[src/rtl/ppg_spo2_calc_pkg.sv]
`default_nettype none
// ============================================================================
// ppg_pkg : shared state encoding, Q-format and SpO2 mapping constants
// Rev 1.0
// ============================================================================
package ppg_pkg;

    localparam int WINDOW_DEFAULT      = 256;
    localparam int LOG2_WINDOW_DEFAULT = 8;

    localparam int FRAC_BITS   = 8;
    localparam int SPO2_OFFSET = 110;
    localparam int SPO2_SLOPE  = 25;
    localparam int SPO2_MAX    = 100;
    localparam int RATIO_SAT   = 1023;

    localparam int NUM_W = 24;
    localparam int DEN_W = 16;

    typedef enum logic [2:0] {
        ST_IDLE  = 3'd0,
        ST_ACCUM = 3'd1,
        ST_MUL   = 3'd2,
        ST_DIV   = 3'd3,
        ST_CALC  = 3'd4
    } state_t;

    // Smallest SpO2 reachable is 110 - 99 = 11, so the subtraction never wraps.
    function automatic logic [6:0] spo2_from_ratio(input logic [9:0] ratio);
        logic [14:0] w_scaled;
        logic [14:0] w_raw;
        w_scaled = 15'(SPO2_SLOPE) * {5'd0, ratio};
        w_raw    = 15'(SPO2_OFFSET) - (w_scaled >> FRAC_BITS);
        return (w_raw > 15'(SPO2_MAX)) ? 7'(SPO2_MAX) : 7'(w_raw);
    endfunction

endpackage
`default_nettype wire

[src/rtl/ppg_spo2_calc_if.sv]
`default_nettype none
// ============================================================================
// ppg_spo2_calc_if : sample inputs and result outputs of the SpO2 calculator
// Rev 1.0
// ============================================================================
interface ppg_spo2_calc_if;
    logic       setting_done;
    logic [7:0] red_sample;
    logic       red_valid;
    logic [7:0] ir_sample;
    logic       ir_valid;
    logic [6:0] spo2;
    logic [9:0] ratio_q8;
    logic       result_valid;
    logic       result_err;
    logic       overrun;

    modport master (
        output setting_done, red_sample, red_valid, ir_sample, ir_valid,
        input  spo2, ratio_q8, result_valid, result_err, overrun
    );

    modport slave (
        input  setting_done, red_sample, red_valid, ir_sample, ir_valid,
        output spo2, ratio_q8, result_valid, result_err, overrun
    );
endinterface
`default_nettype wire

[src/rtl/ppg_spo2_calc_div.sv]
`default_nettype none
// ============================================================================
// ppg_seq_div : 24/16 unsigned restoring divider, one quotient bit per cycle
// Rev 1.0
// ============================================================================
module ppg_seq_div
    import ppg_pkg::*;
(
    input  wire              clk,
    input  wire              rst,
    input  wire              start,
    input  wire              abort,
    input  wire [NUM_W-1:0]  num,
    input  wire [DEN_W-1:0]  den,
    output logic             busy,
    output logic             done,
    output logic [NUM_W-1:0] quot
);
    logic [DEN_W-1:0] r_rem_q,  r_rem_d;
    logic [NUM_W-1:0] r_quot_q, r_quot_d;
    logic [DEN_W-1:0] r_den_q,  r_den_d;
    logic [4:0]       r_cnt_q,  r_cnt_d;
    logic             r_busy_q, r_busy_d;
    logic [DEN_W:0]   w_trial;
    logic             w_fits;

    // Dividend bits shift out of the top of the quotient register as quotient bits shift in.
    assign w_trial = {r_rem_q, r_quot_q[NUM_W-1]};
    assign w_fits  = (w_trial >= {1'b0, r_den_q});

    always_comb begin
        r_rem_d  = r_rem_q;
        r_quot_d = r_quot_q;
        r_den_d  = r_den_q;
        r_cnt_d  = r_cnt_q;
        r_busy_d = r_busy_q;
        if (abort) begin
            r_busy_d = 1'b0;
            r_cnt_d  = '0;
        end else if (start) begin
            r_rem_d  = '0;
            r_quot_d = num;
            r_den_d  = den;
            r_cnt_d  = 5'(NUM_W);
            r_busy_d = 1'b1;
        end else if (r_busy_q) begin
            r_rem_d  = w_fits ? DEN_W'(w_trial - {1'b0, r_den_q}) : DEN_W'(w_trial);
            r_quot_d = {r_quot_q[NUM_W-2:0], w_fits};
            r_cnt_d  = r_cnt_q - 5'd1;
            r_busy_d = (r_cnt_q != 5'd1);
        end
    end

    always_ff @(posedge clk or posedge rst) begin
        if (rst) begin
            r_rem_q  <= '0;
            r_quot_q <= '0;
            r_den_q  <= '0;
            r_cnt_q  <= '0;
            r_busy_q <= 1'b0;
        end else begin
            r_rem_q  <= r_rem_d;
            r_quot_q <= r_quot_d;
            r_den_q  <= r_den_d;
            r_cnt_q  <= r_cnt_d;
            r_busy_q <= r_busy_d;
        end
    end

    // High during the final iteration so the caller can step on the same edge the quotient settles.
    assign done = r_busy_q && (r_cnt_q == 5'd1);
    assign busy = r_busy_q;
    assign quot = r_quot_q;
endmodule
`default_nettype wire

[src/rtl/ppg_spo2_calc.sv]
`default_nettype none
// ============================================================================
// ppg_spo2_calc : windowed AC/DC extraction, ratio-of-ratios and SpO2 mapping
// Rev 1.0
// ============================================================================
module ppg_spo2_calc
    import ppg_pkg::*;
#(
    parameter int WINDOW      = WINDOW_DEFAULT,
    parameter int LOG2_WINDOW = LOG2_WINDOW_DEFAULT
) (
    input wire             CLK,
    input wire             rst,
    ppg_spo2_calc_if.slave bus
);
    localparam int c_sum_w = 8 + LOG2_WINDOW;
    localparam int c_cnt_w = LOG2_WINDOW + 1;
    localparam logic [c_cnt_w-1:0] c_win_cnt = c_cnt_w'(WINDOW);

    // Channel index 0 is RED, 1 is IR.
    logic [7:0]         w_smp [2];
    logic [1:0]         w_vld;
    logic [1:0]         w_full;
    logic               w_close;

    logic [7:0]         r_max_q [2], r_max_d [2];
    logic [7:0]         r_min_q [2], r_min_d [2];
    logic [c_sum_w-1:0] r_sum_q [2], r_sum_d [2];
    logic [c_cnt_w-1:0] r_cnt_q [2], r_cnt_d [2];
    logic [7:0]         r_ac_q  [2], r_ac_d  [2];
    logic [7:0]         r_dc_q  [2], r_dc_d  [2];

    state_t             r_state_q, r_state_d;
    logic               r_err_q, r_err_d;
    logic [6:0]         r_spo2_q, r_spo2_d;
    logic [9:0]         r_ratio_q, r_ratio_d;
    logic               r_valid_q, r_valid_d;
    logic               r_res_err_q, r_res_err_d;
    logic               r_overrun_q, r_overrun_d;

    logic [15:0]        w_num_prod;
    logic [NUM_W-1:0]   w_num;
    logic [DEN_W-1:0]   w_den;
    logic [NUM_W-1:0]   w_quot;
    logic [9:0]         w_ratio;
    logic               w_div_start;
    logic               w_div_abort;
    logic               w_div_busy;
    logic               w_div_done;

    assign w_smp[0] = bus.red_sample;
    assign w_smp[1] = bus.ir_sample;
    assign w_vld    = {bus.ir_valid, bus.red_valid};
    assign w_full   = {r_cnt_q[1] == c_win_cnt, r_cnt_q[0] == c_win_cnt};
    assign w_close  = &w_full;

    assign w_num_prod  = 16'(r_ac_q[0]) * 16'(r_dc_q[1]);
    assign w_num       = {w_num_prod, {FRAC_BITS{1'b0}}};
    assign w_den       = 16'(r_ac_q[1]) * 16'(r_dc_q[0]);
    assign w_ratio     = (w_quot > NUM_W'(RATIO_SAT)) ? 10'(RATIO_SAT) : 10'(w_quot);
    assign w_div_abort = !bus.setting_done;

    // Accumulators restart on window close so the next window overlaps the compute.
    always_comb begin
        r_max_d = r_max_q;
        r_min_d = r_min_q;
        r_sum_d = r_sum_q;
        r_cnt_d = r_cnt_q;
        for (int c = 0; c < 2; c++) begin
            if (!bus.setting_done || w_close) begin
                r_max_d[c] = '0;
                r_min_d[c] = '1;
                r_sum_d[c] = '0;
                r_cnt_d[c] = '0;
            end else if (w_vld[c] && !w_full[c]) begin
                if (w_smp[c] > r_max_q[c]) r_max_d[c] = w_smp[c];
                if (w_smp[c] < r_min_q[c]) r_min_d[c] = w_smp[c];
                r_sum_d[c] = r_sum_q[c] + c_sum_w'(w_smp[c]);
                r_cnt_d[c] = r_cnt_q[c] + c_cnt_w'(1);
            end
        end
    end

    always_comb begin
        r_state_d   = r_state_q;
        r_ac_d      = r_ac_q;
        r_dc_d      = r_dc_q;
        r_err_d     = r_err_q;
        r_spo2_d    = r_spo2_q;
        r_ratio_d   = r_ratio_q;
        r_valid_d   = 1'b0;
        r_res_err_d = r_res_err_q;
        r_overrun_d = r_overrun_q;
        w_div_start = 1'b0;
        if (!bus.setting_done) begin
            r_state_d = ST_IDLE;
        end else begin
            case (r_state_q)
                ST_IDLE: r_state_d = ST_ACCUM;
                ST_ACCUM: begin
                    if (w_close) begin
                        for (int c = 0; c < 2; c++) begin
                            r_ac_d[c] = r_max_q[c] - r_min_q[c];
                            r_dc_d[c] = r_sum_q[c][c_sum_w-1:LOG2_WINDOW];
                        end
                        r_state_d = ST_MUL;
                    end
                end
                ST_MUL: begin
                    r_err_d     = (w_den == '0);
                    w_div_start = 1'b1;
                    r_state_d   = ST_DIV;
                end
                ST_DIV: begin
                    // The busy term only guards against stranding here if the divider ever idles early.
                    if (w_div_done || !w_div_busy) r_state_d = ST_CALC;
                end
                ST_CALC: begin
                    r_valid_d   = 1'b1;
                    r_res_err_d = r_err_q;
                    r_ratio_d   = r_err_q ? 10'(RATIO_SAT) : w_ratio;
                    r_spo2_d    = r_err_q ? 7'd0 : spo2_from_ratio(w_ratio);
                    r_state_d   = ST_ACCUM;
                end
                default: r_state_d = ST_IDLE;
            endcase
            if (w_close && (r_state_q == ST_MUL || r_state_q == ST_DIV || r_state_q == ST_CALC))
                r_overrun_d = 1'b1;
        end
    end

    always_ff @(posedge CLK or posedge rst) begin
        if (rst) begin
            for (int c = 0; c < 2; c++) begin
                r_max_q[c] <= '0;
                r_min_q[c] <= '1;
                r_sum_q[c] <= '0;
                r_cnt_q[c] <= '0;
                r_ac_q[c]  <= '0;
                r_dc_q[c]  <= '0;
            end
            r_state_q   <= ST_IDLE;
            r_err_q     <= 1'b0;
            r_spo2_q    <= '0;
            r_ratio_q   <= '0;
            r_valid_q   <= 1'b0;
            r_res_err_q <= 1'b0;
            r_overrun_q <= 1'b0;
        end else begin
            r_max_q     <= r_max_d;
            r_min_q     <= r_min_d;
            r_sum_q     <= r_sum_d;
            r_cnt_q     <= r_cnt_d;
            r_ac_q      <= r_ac_d;
            r_dc_q      <= r_dc_d;
            r_state_q   <= r_state_d;
            r_err_q     <= r_err_d;
            r_spo2_q    <= r_spo2_d;
            r_ratio_q   <= r_ratio_d;
            r_valid_q   <= r_valid_d;
            r_res_err_q <= r_res_err_d;
            r_overrun_q <= r_overrun_d;
        end
    end

    ppg_seq_div u_div (
        .clk   (CLK),
        .rst   (rst),
        .start (w_div_start),
        .abort (w_div_abort),
        .num   (w_num),
        .den   (w_den),
        .busy  (w_div_busy),
        .done  (w_div_done),
        .quot  (w_quot)
    );

    assign bus.spo2         = r_spo2_q;
    assign bus.ratio_q8     = r_ratio_q;
    assign bus.result_valid = r_valid_q;
    assign bus.result_err   = r_res_err_q;
    assign bus.overrun      = r_overrun_q;
endmodule
`default_nettype wire

[src/flat_wrapper.sv]
// flat-port wrapper written by rule: the top's interface ports become plain ports
module ppg_spo2_calc_flat import ppg_pkg::*;
#(
    parameter int WINDOW      = WINDOW_DEFAULT,
    parameter int LOG2_WINDOW = LOG2_WINDOW_DEFAULT
)
  (CLK, rst, bus_setting_done, bus_red_sample, bus_red_valid, bus_ir_sample, bus_ir_valid, bus_spo2, bus_ratio_q8, bus_result_valid, bus_result_err, bus_overrun);
  ppg_spo2_calc_if bus_i ();
  input wire CLK;
  input wire rst;
  input wire logic [$bits(bus_i.setting_done)-1:0] bus_setting_done;
  input wire logic [$bits(bus_i.red_sample)-1:0] bus_red_sample;
  input wire logic [$bits(bus_i.red_valid)-1:0] bus_red_valid;
  input wire logic [$bits(bus_i.ir_sample)-1:0] bus_ir_sample;
  input wire logic [$bits(bus_i.ir_valid)-1:0] bus_ir_valid;
  output wire logic [$bits(bus_i.spo2)-1:0] bus_spo2;
  output wire logic [$bits(bus_i.ratio_q8)-1:0] bus_ratio_q8;
  output wire logic [$bits(bus_i.result_valid)-1:0] bus_result_valid;
  output wire logic [$bits(bus_i.result_err)-1:0] bus_result_err;
  output wire logic [$bits(bus_i.overrun)-1:0] bus_overrun;
  assign bus_i.setting_done = bus_setting_done;
  assign bus_i.red_sample = bus_red_sample;
  assign bus_i.red_valid = bus_red_valid;
  assign bus_i.ir_sample = bus_ir_sample;
  assign bus_i.ir_valid = bus_ir_valid;
  assign bus_spo2 = bus_i.spo2;
  assign bus_ratio_q8 = bus_i.ratio_q8;
  assign bus_result_valid = bus_i.result_valid;
  assign bus_result_err = bus_i.result_err;
  assign bus_overrun = bus_i.overrun;
  ppg_spo2_calc #(.WINDOW(WINDOW), .LOG2_WINDOW(LOG2_WINDOW)) u_core (.CLK(CLK), .rst(rst), .bus(bus_i));
endmodule
[config.mk]
export PLATFORM = sky130hd
export DESIGN_NAME = ppg_spo2_calc_flat
export DESIGN_NICKNAME = d
export VERILOG_FILES = /design/src/rtl/ppg_spo2_calc_pkg.sv /design/src/rtl/ppg_spo2_calc_if.sv /design/src/rtl/ppg_spo2_calc_div.sv /design/src/rtl/ppg_spo2_calc.sv /design/src/flat_wrapper.sv
export SDC_FILE = /design/constraint.sdc
export NUM_CORES = 1
export LEC_CHECK = 0
export CORE_MARGIN = 2
export CORE_UTILIZATION = 54
export CTS_CLUSTER_SIZE = 25
export DETAILED_ROUTE_END_ITERATION = 8
export HOLD_SLACK_MARGIN = 0.15
export MAX_ROUTING_LAYER = met4
export PLACE_DENSITY = 0.71
export SYNTH_ARGS = -nofsm -noshare
export SYNTH_HDL_FRONTEND = slang
export SYNTH_SLANG_ARGS = --single-unit
[constraint.sdc]
create_clock -name CLK -period 8.6 [get_ports CLK]
set_input_delay 1.72 -clock CLK [delete_from_list [all_inputs] [get_ports CLK]]
set_output_delay 1.72 -clock CLK [all_outputs]
set_load 0.01 [all_outputs]
==> out/results.tsv, run 1 <==
stage	metric	value	unit
grt	grt_antenna_before_repair	0	
detailed_routing	drtPass1Iterations	6	
setup_path	crit_buf_inv	4	
setup_path	endpoint_kind	register	
setup_path	worst_ep_required_time	8.93	ns
detailed_routing	drc	0	
setup_path	max_stage_delay	0.53	ns
floorplan	initial_core_util	54.9	%
sta	tightest_slew	1.05	ns
place	port_buffers	40	
yosys	synth_cell_type_count	74	
cells_and_area	final_cells	2175	
clock_tree	cts_tree	done	
setup_path	worstSetupStartpointType	register	
power_and_ir_drop	p_total	2.42	mW
setup_path	r2r_cells	23	
yosys	ys.flop_type	dfrtp_1	
floorplan	coreArea	29600	sq um
detailed_routing	vias_per_cell	5.53	
sta	finalHoldViolations	0	
flow_run	drv_cap	0	
status	status	finished, final reports clean	
yosys	synthTopCellsByArea	dfrtp_1 (28%), ha_1 (15%), fa_1 (10%)	
clock_tree	cts-hold-fix-buffers	0	
sta	fmax	174	MHz
floorplan	rows	63	
setup_path	cp_top_family	simple AND/OR/NAND/NOR gates	
yosys	ys_ff_latch	200	
detailed_routing	dr_total_vias	12019	
cells_and_area	diodes	0	
sta	rsz0062_at_grt	false	
setup_path	crit_path_cell_trace	nor4_2 -> nand4_1 -> nor2_1 -> inv_1 -> ha_1 -> ha_1 -> inv_1 -> fa_1 -> inv_1 -> ha_1 -> and4_1 -> a2111oi_0 -> a311oi_1 -> nand2_1 -> inv_1 -> ha_1 -> nor2_1 -> o311ai_0 -> o311ai_2 -> nor3_1 -> o211ai_2 -> nand3_1 -> a22o_1	
yosys	synth_fa_ha_area_share	24.5	%
detailed_routing	drtIter0Drc	733	
yosys	yosysTopAreaCellShare	28.3	%
detailed_routing	wl_per_cell	15.3	um
setup_path	worst_path_max_delay_cell	fa_1	
yosys	yosysSeqAreaShare	30.9	%
clock_tree	clock_latency	0.45	ns
grt	grt_max_degree	135	
grt	grt_first_pass_wirelength	57700	um
clock_tree	cts-root-buf	clkbuf_16	
place	gp_congestion	0.874	
sta	fin_crit	5.75	ns
yosys	avgSynthCellArea	9.22	sq um
clock_tree	cts_made_buffers	17	
setup_path	r2r-end	u_core.bus.spo2[2]	
setup_path	critPathMaxFanout	12	
clock_tree	h-tree-depth	4	
clock_tree	ctsResizeCount	0	
place	hpwl	25200	um
detailed_routing	drtAntennaViolNets	0	
sta	slew_headroom	29.7	%
cells_and_area	synthToLayoutAreaGrowth	8.12	%
sta	setup_ws	2.85	ns
floorplan	die_w	178	um
grt	grt_usage	22.9	%
setup_path	r2r-start	u_core.u_div.quot[18]	
clock_tree	clockBufferDepth	2	
place	place_ws	2.93	ns
cells_and_area	drive_gt1_share	5.60	%
cells_and_area	finalNetCount	2063	
setup_path	reg2reg_setup_slack	2.85	ns
min_path	hp-start	u_core.bus.result_err	
sta	setup_violations	0	
yosys	synth_simple_gate_area_share	16.5	%
setup_path	critPathArrivalTime	6.08	ns
power_and_ir_drop	p_leak	8.97	nW
min_path	hold_depth	2	
place	place_inst	2143	
grt	grt-ovfl-total	0	
clock_tree	clkTransAtPathRegs	0.07	ns
yosys	synth_edf_count	0	
floorplan	die_y	178	um
yosys	synth_commonest_cells	inv_1 (201), nand2_1 (201), ha_1 (189)	
yosys	synth_cells	1765	
yosys	syn_nets	2056	
floorplan	io_pins	41	
detailed_routing	wl	33300	um
power_and_ir_drop	ir_worst_vdd	0.000144	V
power_and_ir_drop	power_density	137	nW/um^2
clock_tree	clock_sinks	200	
min_path	hold_path.class	register to register	
yosys	synth_compound_area_share	13.7	%
min_path	hold_end	u_core.bus.result_err	
yosys	synth_top_family_by_area	adder cells	
setup_path	crit_type	register to register	
grt	grt_pass1_vias	11994	
yosys	synth_async_sr_flop_share	100	%
floorplan	die_area	31600	sq um
sta	min_period_over_period	66.8	%
sta	fin_skew	0.0131	ns
sta	slew_violations	0	
yosys	synth_xor_area_share	5.16	%
sta	tns	0	ns
yosys	synth_mux_area_share	3.24	%
yosys	synth_area_leader_cell	dfrtp_1	
yosys	syn_area	16300	sq um
yosys	ys_warn_count	0	
clock_tree	post_cts_buffers	0	
-- registers in the layout (all words and copies together), names as in the netlist, 3 cells and up --
register              cells
u_core.r_ac_q            16
u_core.u_div.r_den_q     16
u_core.bus.spo2           7
u_core.u_div.r_cnt_q      5
u_core.r_min_q           16
u_core.r_state_q          3
u_core.u_div.quot        24
u_core.r_max_q           16
u_core.r_dc_q            16
u_core.r_cnt_q           18
u_core.bus.ratio_q8      10
u_core.r_sum_q           32
u_core.u_div.r_rem_q     16
-- routing by layer --
metal | track usage (%) | wire [um]
met1 | 30.8 | 16100
met2 | 37.2 | 15800
met3 | 2.85 | 870
met4 | 5.50 | 446
met5 | - | 0
-- layout make-up --
class | instances | area, sq um
fill | 2616 | 12000
multi-input combinational | 1304 | 10300
sequential | 200 | 5020
inverter | 201 | 762
tap | 390 | 488
timing repair buffer | 48 | 460
clock buffer | 17 | 425
clock inverter | 15 | 160
-- logic make-up after synthesis --
kind of cell    after synthesis
buf+inv                     261
mux                          50
fa+ha+maj                   270
flops                       200
simple gates                549
compound gates              339
xor+xnor                     96
-- layout by cell type (no fill, tap or decap), types with 8 or more instances in the layout --
master,Yosys,routed
nand2_1,201,201
inv_1,201,200
ha_1,189,189
dfrtp_1,184,184
nor2_1,107,106
and2_1,86,86
o21ai_0,86,86
fa_1,81,81
a21oi_1,75,75
xnor2_1,49,49
xor2_1,47,47
clkdlybuf4s50_1,0,40
a21o_1,35,35
mux2i_1,32,32
nor2b_1,31,31
nand3_1,24,24
nand4_1,18,18
nand2b_1,17,17
nor3_1,17,17
mux2_2,17,17
a22o_1,17,17
a22oi_1,17,17
clkbuf_16,0,17
dfstp_2,16,16
o21bai_1,13,13
o31ai_1,12,12
and3_1,11,11
o21ai_1,11,10
o21a_1,9,9
a211oi_1,9,9
buf_4,0,8
-- report_power, final --
part / switching (mW) / total, mW / internal [mW] / leakage [nW]
clock: 0.393 / 0.805 / 0.412 / 0.285
sequential: 0.0195 / 0.986 / 0.967 / 2.67
combinational: 0.368 / 0.628 / 0.259 / 6.02
-- through the flow --
step	hold slack (ns)	utilization, %	instance area, sq um
3_5_place_dp	0.468	57.4	17000
4_1_cts	0.486	59.4	17600
5_1_grt	0.508	59.4	17600
2_1_floorplan	0.450	-	16300
3_3_place_gp	0.463	57.4	17000
6_report	0.480	59.4	17600
-- worst max-delay path by stage --
| stage | startpoint | endpoint | slack [ns] | depth (start not counted) |
|---|---|---|---|---|
| 2_1_floorplan | rst | u_core.bus.overrun | 1.45 | 1 |
| 3_3_place_gp | u_core.u_div.quot[18] | u_core.bus.spo2[1] | 3.08 | 21 |
| 3_5_place_dp | u_core.u_div.quot[18] | u_core.bus.spo2[1] | 2.93 | 21 |
| 4_1_cts | u_core.u_div.quot[18] | u_core.bus.spo2[1] | 2.92 | 21 |
| 5_1_grt | u_core.u_div.quot[18] | u_core.bus.spo2[2] | 2.44 | 23 |
| 6_report | u_core.u_div.quot[18] | u_core.bus.spo2[2] | 2.85 | 23 |
-- tightest hold or removal path, stage by stage (launching register included) --
cell,delay [ns]
dfrtp_1,0.34
nand2_1,0.05
nand2_1,0.05
(Power assumes the default switching activity.)
==> run 2, diff against run 1 <==
==> constraint.sdc (replaced) <==
create_clock -name CLK -period 5.4 [get_ports CLK]
set_input_delay 1.08 -clock CLK [delete_from_list [all_inputs] [get_ports CLK]]
set_output_delay 1.08 -clock CLK [all_outputs]
set_load 0.01 [all_outputs]
==> out/results.tsv, run 2 (synthesis results as in run 1) <==
stage	metric	value	unit
sta	slew_violations	0	
floorplan	die_y	178	um
clock_tree	clockBufferDepth	2	
sta	tns	0	ns
grt	grt_pass1_vias	11997	
setup_path	worst_path_max_delay_cell	fa_1	
setup_path	worstSetupStartpointType	register	
clock_tree	cts-root-buf	clkbuf_16	
sta	fin_skew	0.0114	ns
setup_path	endpoint_kind	register	
grt	grt_first_pass_wirelength	57800	um
grt	grt-ovfl-total	0	
detailed_routing	drc	0	
flow_run	drv_cap	0	
sta	min_period_over_period	93.8	%
cells_and_area	multi_input_area	10300	sq um
cells_and_area	fill_cells	2612	
detailed_routing	drtIter0Drc	651	
cells_and_area	fin_area	17700	sq um
sta	slew_headroom	27.4	%
clock_tree	clock_sinks	200	
floorplan	die_area	31600	sq um
detailed_routing	wl_met2	16200	um
floorplan	rows	63	
clock_tree	post_cts_buffers	0	
clock_tree	h-tree-depth	4	
floorplan	io_pins	41	
sta	fmax	197	MHz
place	placed_area	17100	sq um
floorplan	die_w	178	um
power_and_ir_drop	p_leak	9.01	nW
detailed_routing	wl_per_cell	15.2	um
cells_and_area	drive_gt1_share	6.47	%
setup_path	max_stage_delay	0.53	ns
min_path	hold_path.class	register to register	
sta	tightest_slew	1.08	ns
grt	grt_usage	23.0	%
cells_and_area	synthToLayoutAreaGrowth	8.78	%
setup_path	critPathArrivalTime	5.41	ns
power_and_ir_drop	p_total	3.92	mW
detailed_routing	vias_per_cell	5.48	
detailed_routing	wl_met1	15800	um
cells_and_area	finalNetCount	2070	
detailed_routing	wl	33200	um
detailed_routing	dr_total_vias	11961	
cells_and_area	register_area	5030	sq um
cells_and_area	diodes	0	
place	port_buffers	40	
power_and_ir_drop	power_density	221	nW/um^2
setup_path	critPathMaxFanout	12	
setup_path	worst_ep_required_time	5.74	ns
floorplan	coreArea	29600	sq um
cells_and_area	top_register	u_core.r_sum_q	
clock_tree	clkTransAtPathRegs	0.07	ns
clock_tree	cts_made_buffers	17	
cells_and_area	largest_register_ffs	32	
detailed_routing	drtAntennaViolNets	0	
grt	grt_max_degree	166	
floorplan	initial_core_util	54.9	%
sta	fin_crit	5.07	ns
setup_path	crit_type	register to register	
sta	setup_violations	0	
sta	finalHoldViolations	0	
grt	grt_antenna_before_repair	0	
status	status	finished, final reports clean	
place	gp_congestion	0.874	
clock_tree	clock_latency	0.45	ns
setup_path	crit_path_cell_trace	nor4_2 -> nand4_1 -> buf_4 -> nor2_2 -> inv_1 -> ha_1 -> ha_1 -> inv_1 -> fa_1 -> inv_1 -> ha_1 -> and4_2 -> o21ai_0 -> and2_1 -> o21ai_0 -> and3_4 -> ha_4 -> nor3b_1 -> a31oi_1 -> a211oi_1 -> o211ai_2 -> a32o_1	
place	hpwl	25200	um
cells_and_area	mostFrequentLayoutCells	nand2_1 (200), inv_1 (200), ha_1 (188)	
detailed_routing	top_layer_used	met4	
power_and_ir_drop	ir_worst_vdd	0.000212	V
detailed_routing	met3_length	776	um
detailed_routing	drtPass1Iterations	7	
clock_tree	cts_tree	done	
## run 2: cell count changes in the layout (fill, tap and decap cells not counted), sizes merged
cell,previous run,this run
buf,8,15
clkbuf,17,18
clkinv,5,4
## run 2: critical path: cells and delay by family, from the launching register on
| family | cells | cell delay (ns) |
|---|---|---|
| AO/OA/AOI/OAI | 6 | 1.07 |
| buffers and inverters | 4 | 0.36 |
| AND/OR/NAND/NOR | 7 | 1.48 |
| flip-flops | 1 | 0.41 |
| adder cells (fa/ha/maj) | 5 | 1.64 |
## run 2: timing repair
item                                    4_1_cts  5_1_grt
endpoints found under the setup margin        0        6
gates resized for setup                       0       12
hold buffers                                  0        0
endpoints found under the hold margin         0        0
## run 2: report_power, final
group | switching, mW | leakage [nW] | internal (mW)
clock network | 0.625 | 0.286 | 0.659
logic | 0.609 | 6.05 | 0.454
registers | 0.0311 | 2.67 | 1.54
total | 1.27 | 9.01 | 2.65
## run 2: final cells by class
type | count | area share, %
multi-input combinational | 1304 | 58.3
tap | 390 | 2.76
clock buffer | 18 | 2.42
clock inverter | 14 | 0.883
sequential | 200 | 28.4
inverter | 201 | 4.28
timing repair buffer | 55 | 2.97
## run 2: final timing paths
| kind | from | endpoint | slack [ns] | cells after the start |
|---|---|---|---|---|
| max | u_core.u_div.quot[18] | u_core.bus.spo2[1] | 0.33 | 22 |
| min | u_core.bus.overrun | u_core.bus.overrun | 0.48 | 1 |
| max reg2reg | u_core.u_div.quot[18] | u_core.bus.spo2[1] | 0.33 | 22 |
| min reg2reg | u_core.bus.overrun | u_core.bus.overrun | 0.48 | 1 |
| max in group asynchronous | rst | u_core.u_div.quot[23] | 3.38 | 3 |
| min in group asynchronous | rst | u_core.r_dc_q[7] | 1.13 | 3 |
## run 2: metal layers
layer / global-route usage (%) / vias to the layer above
li1: - / 5986
met1: 30.0 / 5800
met2: 38.4 / 148
met3: 3.08 / 27
met4: 5.12 / 0
met5: - / -
## run 2: metrics by stage
step	hold slack, ns	setup WS (ns)	util (%)	instances
6_report	0.481	0.332	59.7	2182
5_1_grt	0.512	-0.0430	59.7	2182
4_1_cts	0.482	0.0737	59.6	2182
3_5_place_dp	0.466	0.0833	57.6	2150
3_3_place_gp	0.462	0.167	57.6	2150
2_1_floorplan	0.450	0.450	-	1765
